### src/rtl/user_io_event_queue.sv
// Debounces 10 user-I/O levels and queues one snapshot word per change into a small FIFO.
// Define USER_IO_EVENT_TIMESTAMP_EN to build the prescaled timestamp carried in o_event_data[31:16].
module user_io_event_queue #(
    parameter int unsigned DEBOUNCE_CYCLES = 160_000,
    parameter int unsigned FIFO_DEPTH      = 8,
    parameter int unsigned TS_DIV          = 16_000
) (
    input  logic        i_clk,
    input  logic        i_reset,
    input  logic [5:0]  i_button,
    input  logic [3:0]  i_link_pow,
    output logic [9:0]  o_state,
    output logic        o_event_valid,
    input  logic        i_event_ready,
    output logic [31:0] o_event_data,
    output logic        o_overflow
);

    localparam int unsigned NUM_IN = 10;
    localparam int unsigned CNT_W  = $clog2(DEBOUNCE_CYCLES);
    localparam int unsigned ADDR_W = $clog2(FIFO_DEPTH);
    localparam int unsigned PTR_W  = ADDR_W + 1;
    localparam logic [CNT_W-1:0] CNT_LAST = CNT_W'(DEBOUNCE_CYCLES - 1);

    logic [NUM_IN-1:0] raw;
    logic [CNT_W-1:0]  cnt [NUM_IN];
    logic [NUM_IN-1:0] flip;
    logic [NUM_IN-1:0] state_next;
    logic              push;
    logic [15:0]       ts;
    logic [31:0]       word;

    assign raw = {i_link_pow, i_button};

    // Bits whose raw level has differed long enough to be accepted on this edge
    always_comb begin
        flip = '0;
        for (int i = 0; i < NUM_IN; i++) begin
            flip[i] = (raw[i] != o_state[i]) && (cnt[i] == CNT_LAST);
        end
    end

    assign state_next = o_state ^ flip;
    assign push       = |flip;

    always_ff @(posedge i_clk) begin
        if (i_reset) begin
            for (int i = 0; i < NUM_IN; i++) begin
                cnt[i] <= '0;
            end
            o_state <= '0;
        end else begin
            for (int i = 0; i < NUM_IN; i++) begin
                if (raw[i] == o_state[i] || flip[i]) begin
                    cnt[i] <= '0;
                end else begin
                    cnt[i] <= cnt[i] + CNT_W'(1);
                end
            end
            o_state <= state_next;
        end
    end

`ifdef USER_IO_EVENT_TIMESTAMP_EN
    localparam int unsigned PRE_W = (TS_DIV > 1) ? $clog2(TS_DIV) : 1;
    localparam logic [PRE_W-1:0] PRE_LAST = PRE_W'(TS_DIV - 1);

    logic [PRE_W-1:0] presc;

    // Free-running tick counter; the 16-bit timestamp rolls over naturally
    always_ff @(posedge i_clk) begin
        if (i_reset) begin
            presc <= '0;
            ts    <= '0;
        end else if (presc == PRE_LAST) begin
            presc <= '0;
            ts    <= ts + 16'd1;
        end else begin
            presc <= presc + PRE_W'(1);
        end
    end
`else
    // Timestamp field is tied off; TS_DIV has no effect in this build
    assign ts = 16'(TS_DIV) & 16'h0000;
`endif

    assign word = {ts, 6'd0, state_next};

    logic [31:0]      mem [FIFO_DEPTH];
    logic [PTR_W-1:0] wptr;
    logic [PTR_W-1:0] rptr;
    logic [PTR_W-1:0] rptr_next;
    logic             full;
    logic             pop;
    logic             wr;
    logic             drop;

    assign full      = (wptr[PTR_W-1] != rptr[PTR_W-1]) &&
                       (wptr[ADDR_W-1:0] == rptr[ADDR_W-1:0]);
    assign pop       = o_event_valid && i_event_ready;
    assign wr        = push && (!full || pop);
    assign drop      = push && full && !pop;
    assign rptr_next = rptr + PTR_W'(pop);

    always_ff @(posedge i_clk) begin
        if (!i_reset && wr) begin
            mem[wptr[ADDR_W-1:0]] <= word;
        end
    end

    // Head register compares against the pre-write pointer, so a fresh word shows one cycle after its push
    always_ff @(posedge i_clk) begin
        if (i_reset) begin
            wptr          <= '0;
            rptr          <= '0;
            o_event_valid <= 1'b0;
            o_event_data  <= '0;
            o_overflow    <= 1'b0;
        end else begin
            if (wr) begin
                wptr <= wptr + PTR_W'(1);
            end
            rptr          <= rptr_next;
            o_event_valid <= (rptr_next != wptr);
            if (rptr_next != wptr) begin
                o_event_data <= mem[rptr_next[ADDR_W-1:0]];
            end
            if (drop) begin
                o_overflow <= 1'b1;
            end else if (pop) begin
                o_overflow <= 1'b0;
            end
        end
    end

endmodule

### config.mk
export PLATFORM = sky130hd
export DESIGN_NAME = user_io_event_queue
export DESIGN_NICKNAME = d
export VERILOG_FILES = /design/src/rtl/user_io_event_queue.sv
export SDC_FILE = /design/constraint.sdc
export NUM_CORES = 1
export LEC_CHECK = 0
export CAP_MARGIN = 20
export CORE_UTILIZATION = 45
export DETAILED_ROUTE_END_ITERATION = 16
export PLACE_DENSITY = 0.6
export SLEW_MARGIN = 20
export SYNTH_ARGS = -nofsm -noshare
export SYNTH_HDL_FRONTEND = slang
export SYNTH_SLANG_ARGS = --single-unit
### constraint.sdc
create_clock -name i_clk -period 2.9 [get_ports i_clk]
set_input_delay 0.58 -clock i_clk [delete_from_list [all_inputs] [get_ports i_clk]]
set_output_delay 0.58 -clock i_clk [all_outputs]
set_load 0.05 [all_outputs]
==> results of run 1 <==
-- cells by family (layout without fill, tap and decap cells) --
kind of cell	after synthesis	after routing
mux	41	41
compound gates	42	42
other cells	2	202
fa+ha+maj	13	13
xor+xnor	171	171
buf+inv	76	145
simple gates	532	532
flops	290	290
-- where the power goes --
part | switching, mW | total, mW | internal (mW)
Clock | 1.63 | 4.40 | 2.77
Sequential | 0.138 | 4.82 | 4.69
Combinational | 0.245 | 0.378 | 0.133
-- how the worst max path moves through the flow --
| stage | end | from | slack, ps |
|---|---|---|---|
| 2_1_floorplan | mem[4][0] | cnt[4][0] | -280 |
| 3_3_place_gp | mem[5][5] | i_button[5] | 10 |
| 3_5_place_dp | mem[7][3] | i_button[5] | -10 |
| 4_1_cts | mem[7][2] | cnt[5][0] | 70 |
| 5_1_grt | mem[4][4] | cnt[9][0] | 30 |
| 6_report | mem[4][4] | cnt[9][0] | 200 |
-- repair_timing --
item,4_1_cts,5_1_grt
resized for setup,0,7
setup endpoints to repair,0,51
endpoints found under the hold margin,0,0
-- sequential cells by signal, summed over array words and instances (netlist names) --
signal / flops
o_overflow: 1
o_event_valid: 1
rptr: 4
cnt: 180
wptr: 4
mem: 80
o_event_data: 10
o_state: 10
-- critical path: cells and delay by family (launching register included) --
family,cells,cell delay [ps]
flip-flops,1,400
AND/OR/NAND/NOR,4,900
AO/OA/AOI/OAI,3,530
buffers and inverters,2,390
adder cells (fa/ha/maj),1,200
-- routing by layer --
metal  wire length [um]  GRT usage (%)
met5                  0              0
met4                692           6.09
met3                843           2.89
met2              11300           26.4
met1              11700           21.8
-- layout make-up --
type	count	area, um2
clock buffer	46	1000
clock inverter	16	180
fill	2593	13800
inverter	18	67.6
multi-input combinational	1001	5960
sequential	290	8410
tap	396	495
timing repair buffer	65	618
-- cell usage in the layout (no fill, tap or decap), types with 27 or more instances in the layout --
| cell type | instances |
|---|---|
| nand2_1 | 54 |
| nand3_1 | 74 |
| buf_4 | 27 |
| xnor2_1 | 63 |
| and3_1 | 29 |
| edfxtp_1 | 260 |
| nor2_1 | 239 |
| conb_1 | 202 |
| clkdlybuf4s50_1 | 33 |
| dfxtp_1 | 30 |
| clkbuf_16 | 37 |
| nand4_1 | 38 |
| xor2_1 | 108 |
-- metrics by stage --
step                      total power [mW]  hold slack, ps  setup TNS, ps
final                                 9.61             497              0
after global routing                  9.97             519              0
after CTS                             9.72             493              0
after detailed placement              5.28             485          -77.2
after global placement                5.27             483              0
after floorplan                       5.21             470         -11020
==> metrics.md, run 1 <==
| Metric | Value |
|---|---|
| Post-Synth Adder-Cell Area | `1.17%` |
| RR Endpoint | `mem[4][4]` |
| Worst R2R Setup Slack | `200 ps` |
| Initial core utilization | `45.7%` |
| Post-DRT Antenna Nets | `0` |
| Clock Sinks | `290` |
| Final hold violations | `0` |
| Status | `finished with violations` |
| Hold Crit Start | `o_overflow` |
| CTS Hold Bufs | `0` |
| Final cell count without fillers | `1832` |
| Cell Area, Synth | `0.0139 mm2` |
| Root buffer cell | `clkbuf_16` |
| Slowest cell on the critical path | `edfxtp_1` |
| TritonCTS Buffers | `34` |
| DR vias/cell | `4.74` |
| Clk Latency, worst-skew pair | `about 500 ps` |
| Post-synth cell types | `between 40 and 50` |
| Post-synth EDFFs | `260` |
| Cell mode on critical path | `buf_4` |
| CP peak stage delay | `400 ps` |
| Worst Tran Pin Value | `636 ps` |
| Final setup vio count | `0` |
| Crit-path cells | `ha_1 -> nand3_1 -> nor2_2 -> nand4_1 -> o2bb2ai_1 -> a211o_1 -> o21ai_2 -> buf_4 -> nor4_2 -> buf_4` |
| GRT Total Usage | `16.3%` |
| Layout Nets | `1436` |
| Post-Place Cells | `approximately 1800` |
| Vias in the first global route | `8554` |
| Hold EP | `o_overflow` |
| Antenna Cells | `0` |
| Worst Path Required | `3110 ps` |
| Violated checks | `DRC` |
| Synth top area share | `56.0%` |
| Sequential area share after synthesis | `60.3%` |
| Synth async-reset ratio | `0%` |
| Area share of xor/xnor cells in the synthesized design | `10.7%` |
| Clk slew on worst S/H paths | `60 ps` |
| Tightest Hold Check Type | `register to register` |
| Largest net degree at the start of global routing | `24` |
| Post-synthesis mux area share | `4.83%` |
| DRC Markers | `1` |
| Wirelength, routed | `24500 um` |
| Worst r2r src | `cnt[9][0]` |
| RSZ-0062 raised after global routing | `no` |
| Register bit count reported by yosys | `a little under 300` |
| GRT Residual Overflow | `0` |
| Yosys top cell by area | `edfxtp_1` |
| Die Area | `0.0317 mm2` |
| Slew Limit Fails | `0` |
| Max-Cap Viols | `0` |
| Site Rows | `64` |
| Hold depth | `2` |
| CP max FO | `6` |
| WS Path Type | `register to register` |
| P&R area growth vs syn | `20.1%` |
| Area contributors post-synth | `edfxtp_1 56%, xor2_1 6.8%, nor2_1 6.5%` |
| Total leakage power | `a little under 6 nW` |
| Gpl congestion | `~0.77` |
| Yosys warns | `0` |
| Highest clock rate | `approximately 0.37 GHz` |
| Placed Area | `0.0155 mm2` |
| DP Wirelength | `17400 um` |
| Initial DRC Count | `about 450` |
| Max Clock Skew | `10.7 ps` |
| Top-count cell post-synth | `edfxtp_1` |
| Worst setup SP type | `register` |
| Detailed Routing Iterations Pass 1 | `10` |
| PwrDens | `574 mW/mm2` |
| Critical Path End Type | `register` |
| Relative slew slack | `57.6%` |
| Avg WL per Cell | `13.4 um` |
| Die Y-Extent | `178 um` |
| Vias | `8680` |
| Synth top cells by count | `260 x edfxtp_1, 242 x nor2_1, 108 x xor2_1` |
| Largest family of logic cells by synthesized area | `simple AND/OR/NAND/NOR gates` |
| Clock Tree Buf Depth | `3` |
| Data arrival time of the critical path | `2900 ps` |
| First-pass GRT wire length | `41200 um` |
| Share of layout cells above drive strength 1 | `9.68%` |
| Synthesized instance count | `between 1000 and 1500` |
| Ports | `57` |
| Fin crit share | `about 93%` |
| CTS H-tree lvls | `2` |
| Post-Place Setup Slack | `-13.0 ps` |
| Final Cell Area | `0.0167 mm2` |
| Avg Cell Area, Syn | `approximately 12 um2` |
| Initial antenna violation count | `0` |
| FF-to-FF path depth | `10` |
| Dominant synthesized flop cell | `edfxtp_1` |
| CTS tree | `yes` |
| IO buf count | `34` |
| Die Wd | `178 um` |
| Synth Area in Simple Gates | `around 18%` |
| Post-layout min period | `2700 ps` |
| Worst IR Drop VDD | `0.386 mV` |
| Fin util | `54.8%` |
| Synth Area in Compound Gates | `1.74%` |
| Floorplan core area | `0.0305 mm2` |
| Post-CTS setup buffer count | `0` |
| Post-route setup slack | `203 ps` |
(Power assumes the default switching activity.)
==> run 2, diff against run 1 <==
--- a/config.mk
+++ b/config.mk
@@ -9,7 +9,7 @@
 export CORE_UTILIZATION = 45
 export DETAILED_ROUTE_END_ITERATION = 16
 export PLACE_DENSITY = 0.6
-export SLEW_MARGIN = 20
+export SLEW_MARGIN = 30
 export SYNTH_ARGS = -nofsm -noshare
 export SYNTH_HDL_FRONTEND = slang
 export SYNTH_SLANG_ARGS = --single-unit
==> results of run 2 <==
Same layout as run 1: the final DEF is identical, and so are final timing and power.
==> run 3, diff against run 2 <==
--- a/config.mk
+++ b/config.mk
@@ -6,9 +6,9 @@
 export NUM_CORES = 1
 export LEC_CHECK = 0
 export CAP_MARGIN = 20
-export CORE_UTILIZATION = 45
+export CORE_UTILIZATION = 40
 export DETAILED_ROUTE_END_ITERATION = 16
-export PLACE_DENSITY = 0.6
+export PLACE_DENSITY = 0.54
 export SLEW_MARGIN = 30
 export SYNTH_ARGS = -nofsm -noshare
 export SYNTH_HDL_FRONTEND = slang
==> constraint.sdc (replaced) <==
create_clock -name i_clk -period 2.9 [get_ports i_clk]
set_input_delay 0.58 -clock i_clk [delete_from_list [all_inputs] [get_ports i_clk]]
set_output_delay 0.58 -clock i_clk [all_outputs]
set_load 0.02 [all_outputs]
==> run 3 against run 2 <==
Effect of this change: the flow now finishes without violations; clock skew rose by 2.0 ps; final cell count rose by 2.8%; clock power fell by 8.0%; first-iteration DRC count fell by 3.6%; global-route usage fell by 1.8 points; largest cell class unchanged; highest routed layer unchanged.
==> metrics.md, run 3 (synthesized netlist as in run 1, its figures left out) <==
| Metric | Value |
|---|---|
| CTS tree | `yes` |
| Initial DRC Count | `432` |
| Clk Latency, worst-skew pair | `about 500 ps` |
| Fin crit share | `93.3%` |
| Worst Tran Pin Value | `615 ps` |
| Final hold violations | `0` |
| Wirelength, routed | `24800 um` |
| Post-Place Cells | `1821` |
| Layout Nets | `1435` |
| Relative slew slack | `between 50% and 60%` |
| Initial antenna violation count | `0` |
| PostCTS Resize Cnt | `0` |
| Max Clock Skew | `12.7 ps` |
| Hold depth | `2` |
| Die Area | `roughly 0.036 mm2` |
| Clk slew on worst S/H paths | `60 ps` |
| Top reg by flops | `cnt` |
| Setup TNS | `0 ps` |
| RSZ-0062 raised after global routing | `no` |
| Status | `complete, no violations` |
| Worst Path Required | `roughly 3200 ps` |
| Commonest non-fill, non-tap cell in the layout | `edfxtp_1` |
| Final Cell Area | `0.0167 mm2` |
| Data arrival time of the critical path | `2970 ps` |
| Highest routed layer | `met4` |
| IO buf count | `34` |
| DRC Markers | `0` |
| Final setup vio count | `0` |
| CTS Hold Bufs | `0` |
| Ports | `57` |
| Clock Tree Buf Depth | `3` |
| Most frequent cells in the layout | `260 x edfxtp_1, 242 x nor2_1, 202 x conb_1` |
| Placed Area | `0.0156 mm2` |
| DP Wirelength | `17400 um` |
| Antenna Cells | `0` |
| DR WL met2 | `between 10000 and 15000 um` |
| Clock Sinks | `290` |
| Worst setup SP type | `register` |
| Total leakage power | `approximately 5.8 nW` |
| Vias | `8753` |
| Initial core utilization | `41.1%` |
| Final cell count without fillers | `1883` |
| Post-layout min period | `2700 ps` |
| Max reg flops | `180` |
| P&R area growth vs syn | `19.6%` |
| Share of layout cells above drive strength 1 | `8.57%` |
| Site Rows | `67` |
| Root buffer cell | `clkbuf_16` |
| Critical Path End Type | `register` |
| GRT Total Usage | `14.5%` |
| Highest clock rate | `~0.37 GHz` |
| Post-route setup slack | `195 ps` |
| Design Power | `9.22 mW` |
| Die Y-Extent | `roughly 190 um` |
| Worst IR Drop VDD | `0.430 mV` |
| WS Path Type | `register to register` |
| TritonCTS Buffers | `34` |
| Max-Cap Viols | `0` |
| Vias in the first global route | `8476` |
| Post-CTS setup buffer count | `0` |
| Largest net degree at the start of global routing | `25` |
| Detailed Routing Iterations Pass 1 | `7` |
| Metal3 WL | `approximately 940 um` |
| Floorplan core area | `0.0339 mm2` |
| Met1 Wirelength | `11900 um` |
| GRT Residual Overflow | `0` |
| PwrDens | `553 mW/mm2` |
| Avg WL per Cell | `13.2 um` |
| FF-to-FF path depth | `10` |
| CTS H-tree lvls | `2` |
| Post-DRT Antenna Nets | `0` |
| CP max FO | `8` |
| Die Wd | `189 um` |
| First-pass GRT wire length | `42000 um` |
| Gpl congestion | `roughly 0.78` |
| DR vias/cell | `4.65` |
| Tightest Hold Check Type | `register to register` |
| Slew Limit Fails | `0` |
| Post-Place Setup Slack | `-120 ps` |
## run 3: cell types whose count changed in the layout (fill, tap and decap cells not counted), sizes merged
cell / previous run / this run
bufinv: 4 / 1
clkinv: 10 / 13
buf: 32 / 31
clkbuf: 46 / 47
clkinvlp: 2 / 1
## run 3: worst paths after layout
path / startpoint / end / slack, ps
min reg2reg: o_overflow / o_overflow / 480
max: cnt[2][0] / mem[2][3] / 200
min: o_overflow / o_overflow / 480
max reg2reg: cnt[2][0] / mem[2][3] / 200
## run 3: where the power goes
group | switching, mW | internal [mW] | total [mW]
registers | 0.136 | 4.69 | 4.82
clock network | 1.62 | 2.43 | 4.05
logic | 0.210 | 0.134 | 0.343
total | 1.97 | 7.25 | 9.22
## run 3: layout make-up
type	instances	area [um2]
sequential	290	8410
clock buffer	47	973
timing repair buffer	64	623
inverter	18	67.6
multi-input combinational	1001	5940
fill	3081	17200
clock inverter	15	92.6
tap	448	561
## run 3: metal layers
| layer | up-vias | GRT usage, % |
|---|---|---|
| li1 | 4437 | - |
| met1 | 4131 | 19.8 |
| met2 | 145 | 23.3 |
| met3 | 40 | 2.57 |
| met4 | 0 | 4.53 |
| met5 | - | 0 |
## run 3: worst max-delay path: stages, from the launching register on
cell       delay [ps]
edfxtp_1          430
ha_1              260
and4_1            220
nand4_1           130
nor2_1            100
a22oi_2           240
o2111ai_4         210
o21ai_4           370
nor2_1             80
and3_1            240
buf_4             170
## run 3: stage by stage
stage / util, % / hold slack [ps]
finish: 49.2 / 480
global route: 49.2 / 509
CTS: 49.2 / 486
detailed placement: 46.0 / 476
global placement: 46.0 / 475
floorplan: - / 470
